$ cat config.mk
export PLATFORM = sky130hd
export DESIGN_NAME = ring_ctrl
export DESIGN_NICKNAME = d
export VERILOG_FILES = /design/src/rtl/ring_ctrl.sv
export SDC_FILE = /design/constraint.sdc
export NUM_CORES = 1
export LEC_CHECK = 0
export BUFFER_PORTS_ARGS = -buffer_cell sky130_fd_sc_hd__buf_4
export CELL_PAD_IN_SITES_DETAIL_PLACEMENT = 0
export CELL_PAD_IN_SITES_GLOBAL_PLACEMENT = 1
export CORE_ASPECT_RATIO = 1.25
export CORE_MARGIN = 2
export CORE_UTILIZATION = 38
export DETAILED_ROUTE_END_ITERATION = 8
export PLACE_DENSITY = 0.82
export SLEW_MARGIN = 20
export SYNTH_ARGS = -nofsm -noshare
export SYNTH_HDL_FRONTEND = slang
export SYNTH_SLANG_ARGS = --single-unit
$ cat constraint.sdc
create_clock -name clk -period 1.9 [get_ports clk]
set_input_delay 0.095 -clock clk [delete_from_list [all_inputs] [get_ports clk]]
set_output_delay 0.095 -clock clk [all_outputs]
set_load 0.01 [all_outputs]
$ cat src/rtl/ring_ctrl.sv
// Sequencing controller for a 4-bit one-hot DFF ring counter: seeds, freezes,
// single-steps and free-runs the ring while checking it and counting rotations.
module ring_ctrl #(
  parameter int CNT_W = 8
) (
  input  logic             clk,
  input  logic             rst,
  input  logic             start,
  input  logic             stop,
  input  logic             step,
  input  logic [3:0]       seed,
  input  logic [3:0]       ring_q,
  output logic [3:0]       ring_rst,
  output logic [3:0]       ring_preset,
  output logic             busy,
  output logic             fault,
  output logic [1:0]       pos,
  output logic [CNT_W-1:0] rot_cnt
);

  typedef enum logic [2:0] {IDLE, LOAD, RUN, STEP, FAULT} state_t;

  state_t             state, state_nxt;
  logic [3:0]         hold, hold_nxt;
  logic [3:0]         exp_pat, exp_nxt;
  logic [1:0]         pos_nxt;
  logic [CNT_W-1:0]   rot_nxt;
  logic               fault_nxt;
  logic               advance;
  logic               seed_ok;

  function automatic logic [3:0] rot(input logic [3:0] p);
    return {p[0], p[3:1]};
  endfunction

  assign seed_ok = (seed != 4'h0) && ((seed & (seed - 4'h1)) == 4'h0);

  always_ff @(posedge clk or negedge rst) begin
    if (!rst) begin
      state   <= IDLE;
      hold    <= 4'b0001;
      exp_pat <= 4'b0001;
      pos     <= 2'd0;
      rot_cnt <= '0;
      fault   <= 1'b0;
    end else begin
      state   <= state_nxt;
      hold    <= hold_nxt;
      exp_pat <= exp_nxt;
      pos     <= pos_nxt;
      rot_cnt <= rot_nxt;
      fault   <= fault_nxt;
    end
  end

  always_comb begin
    state_nxt   = state;
    hold_nxt    = hold;
    exp_nxt     = exp_pat;
    pos_nxt     = pos;
    rot_nxt     = rot_cnt;
    fault_nxt   = fault;
    advance     = 1'b0;
    ring_rst    = 4'hF;
    ring_preset = 4'hF;
    busy        = 1'b0;

    case (state)
      IDLE: begin
        ring_rst    = hold;
        ring_preset = ~hold;
        if (start) begin
          if (seed_ok) begin
            hold_nxt  = seed;
            exp_nxt   = seed;
            state_nxt = LOAD;
          end else begin
            fault_nxt = 1'b1;
            state_nxt = FAULT;
          end
        end else if (step) begin
          state_nxt = STEP;
        end
      end
      LOAD: begin
        ring_rst    = exp_pat;
        ring_preset = ~exp_pat;
        busy        = 1'b1;
        pos_nxt     = 2'd0;
        rot_nxt     = '0;
        state_nxt   = RUN;
      end
      RUN: begin
        busy = 1'b1;
        if (ring_q != exp_pat) begin
          fault_nxt = 1'b1;
          state_nxt = FAULT;
        end else begin
          exp_nxt = rot(exp_pat);
          advance = 1'b1;
          if (stop) begin
            hold_nxt  = rot(exp_pat);
            state_nxt = IDLE;
          end
        end
      end
      STEP: begin
        busy = 1'b1;
        if (ring_q != hold) begin
          fault_nxt = 1'b1;
          state_nxt = FAULT;
        end else begin
          hold_nxt  = rot(hold);
          exp_nxt   = rot(hold);
          advance   = 1'b1;
          state_nxt = IDLE;
        end
      end
      FAULT: begin
        ring_rst    = 4'h0;
        ring_preset = 4'hF;
        if (start && seed_ok) begin
          fault_nxt = 1'b0;
          hold_nxt  = seed;
          exp_nxt   = seed;
          state_nxt = LOAD;
        end
      end
      default: state_nxt = IDLE;
    endcase

    // A full rotation completes when pos wraps from 3 back to 0.
    if (advance) begin
      pos_nxt = pos + 2'd1;
      if ((pos == 2'd3) && (rot_cnt != '1))
        rot_nxt = rot_cnt + CNT_W'(1);
    end
  end

endmodule

==> reports/metrics.cfg <==
[status]
outcome = completed

[place]
dp_hpwl_mm = 2.88
io_buffers = 32
place.gp.congestion = 0.874
post-place-ws_ns = 0.0933

[route]
drt-initial-drc-count = 57
wl_mm = 3.78
post-route-drc-count = 0
wl_per_cell_um = 14.9
num_vias = 1356
detail-route-antenna-nets = 0
drt_pass1_iterations = 4
via_per_inst = 5.36

[power_and_ir_drop]
p_int_w = 0.00168
clockPowerShare = 0.162
seqPwrFrac = 0.307
combPwrFrac = 0.532
power_density_nw_per_um2 = 1390
power.switching_w = 0.00107
ir_drop_uv = 661
p_sw_frac = 0.389
leakagePower_nw = 0.868

[finish]
drive_gt1_frac = 0.352
diodes = 0
final_cell_mix = buf_4 (42), nand2_1 (20), dfrtp_1 (20)
final_nets = 215
layout_commonest_cell = buf_4
area_delta_synth_final_pct = 29.7

[global_routing]
overflow = 0
grt_max_degree = 23
grt_usage = 0.178
grt_pass1_wl_mm = 6.07
grt_antenna_before_repair = 0
first_global_vias = 1297

[synth]
syn_nets = 171
yosysTopAreaCell = dfrtp_1
synthCells = 156
synthDistinctLibCells = 48
synth_area_um2 = 1520
synth_ff_type = dfrtp_1
ys_top_cells_by_area = dfrtp_1 (33%), nand2_1 (4.9%), mux2i_1 (4.6%), xnor2_1 (4.6%), nor2_1 (4.2%)
ys_ff_latch = 22
synth-edff-count = 0
yosysTopAreaCellShare = 0.329
synthArstFlopShare = 1.00
synth_area_per_cell_um2 = 9.74
yosysWarnings = 0
ys_seq_area_frac = 0.364

[sta]
fin_worst_skew_ns = 0.00241
worst_slack_ns = 0.110
fin_setup_tns_ns = 0
rsz0062_at_grt = false
worst_slew_pin_slew_ns = 0.358
max_freq_ghz = 0.559
setup_viol = 0
finalHoldViolCount = 0
period_needed_ns = 1.79
relSlewSlack = 0.761
finalMaxSlewViolations = 0
period_share = 0.942

[clock_tree]
cts_setup_buffers = 0
clkTransAtPathRegs_ns = 0.09
htreeDepth = 1
cts_sinks = 22
cts_tree = yes
clk_latency_ns = 0.26
cts_root_buf = clkbuf_8
clockBufferDepth = 2
cts_buffers = 3

[setup_path]
startpoint = hold[0]$_DFFE_PN1P_
cp_max_fo = 7
critical_path_class = register to register
critPathArrivalTime_ns = 1.94
worstSetupEndpointType = register
timing.rr.start = hold[0]$_DFFE_PN1P_
cp.required_ns = 2.05
worstSetupStartpointType = register

[die]
start_util = 0.398
rows = 25
die_area_um2 = 4520
fp.coreArea_um2 = 3820
die_h_um = 74.7
fp.dieW_um = 60.6
ios = 33

[worst_hold_path]
min-delay-start = stop
hold_class = primary input to register

[run]
drv_cap = 0

==> sequential cells by signal, summed over array words and instances (netlist names) <==
name	flops
rot_cnt	8
exp_pat	4
hold	4
state	3
pos	2
fault	1
==> worst max-delay path: stages (launching register included) <==
cell	delay, ns
dfstp_2	0.57
xnor2_1	0.13
nand3_1	0.17
o22ai_4	0.30
a21boi_4	0.13
a221o_1	0.37
==> cells by family after synthesis <==
| group | share of synthesized area |
|---|---|
| DFF | 0.364 |
| and+or+nand+nor | 0.203 |
| adders and majority gates | 0.0165 |
| buffers and inverters | 0.0206 |
| AOI/OAI and AO/OA | 0.185 |
| muxes | 0.152 |
| xor gates and xnor gates | 0.0577 |
==> area by class of cell <==
cell class	instances	area (µm²)
flip-flops and latches	22	553
multi-input cells	129	948
inverters	1	3.75
clock buffers	3	41.3
fillers	371	1850
clock inverters	1	30.0
repair buffers	43	325
well taps	54	67.6
==> power by group through the flow <==
stage	clock network (W)	logic [W]	registers, W
after floorplan	0	0.000886	0.000811
after global placement	0	0.00141	0.000841
after detailed placement	0	0.00144	0.000849
after CTS	0.000453	0.00144	0.000842
after global routing	0.000478	0.00160	0.000866
final	0.000444	0.00146	0.000842
==> stage by stage <==
stage	cell area, µm²	util	cells	power [W]	hold WS, ns
floorplan	1520	-	156	0.00170	-0.201
global placement	1870	0.491	248	0.00225	-0.00212
detailed placement	1870	0.491	248	0.00229	0.00712
CTS	1960	0.512	253	0.00274	0.135
global route	1970	0.516	253	0.00294	0.142
finish	1970	0.516	253	0.00275	0.140
==> synth_stat cells (all sizes together) (3+ instances only) <==
cell    count
a21oi       8
o21ai       3
a221o       5
mux2       13
nand2      21
mux2i       7
nor2       18
nand3       7
buf         3
nor3        6
o21bai      4
dfrtp      20
xnor2       8
==> per-layer routing <==
layer  part of all wire  track usage  vias to the layer above
met5                  0            0                        -
met4              0.017       0.0604                        0
met3              0.027       0.0223                        6
met2               0.54        0.306                       32
met1               0.42        0.230                      662
li1                   -            -                      656
==> path summary, 6_finish.rpt <==
path | end | slack [ns] | depth (start not counted)
setup / recovery | rot_cnt[4]$_DFF_PN0_ | 0.11 | 5
hold / removal | state[1]$_DFFE_PN0P_ | 0.14 | 3
setup reg to reg | rot_cnt[4]$_DFF_PN0_ | 0.11 | 5
hold reg to reg | pos[0]$_DFFE_PN0P_ | 0.54 | 1
max in group asynchronous | hold[0]$_DFFE_PN1P_ | 1.36 | 2
min in group asynchronous | rot_cnt[4]$_DFF_PN0_ | 0.25 | 2
==> what timing repair did <==
item,in CTS,in global routing
endpoints found under the setup margin,0,6
endpoints found under the hold margin,22,0
gates resized for setup,0,3
hold buffers,1,0
Note: power is estimated with default switching activity, not from simulation.
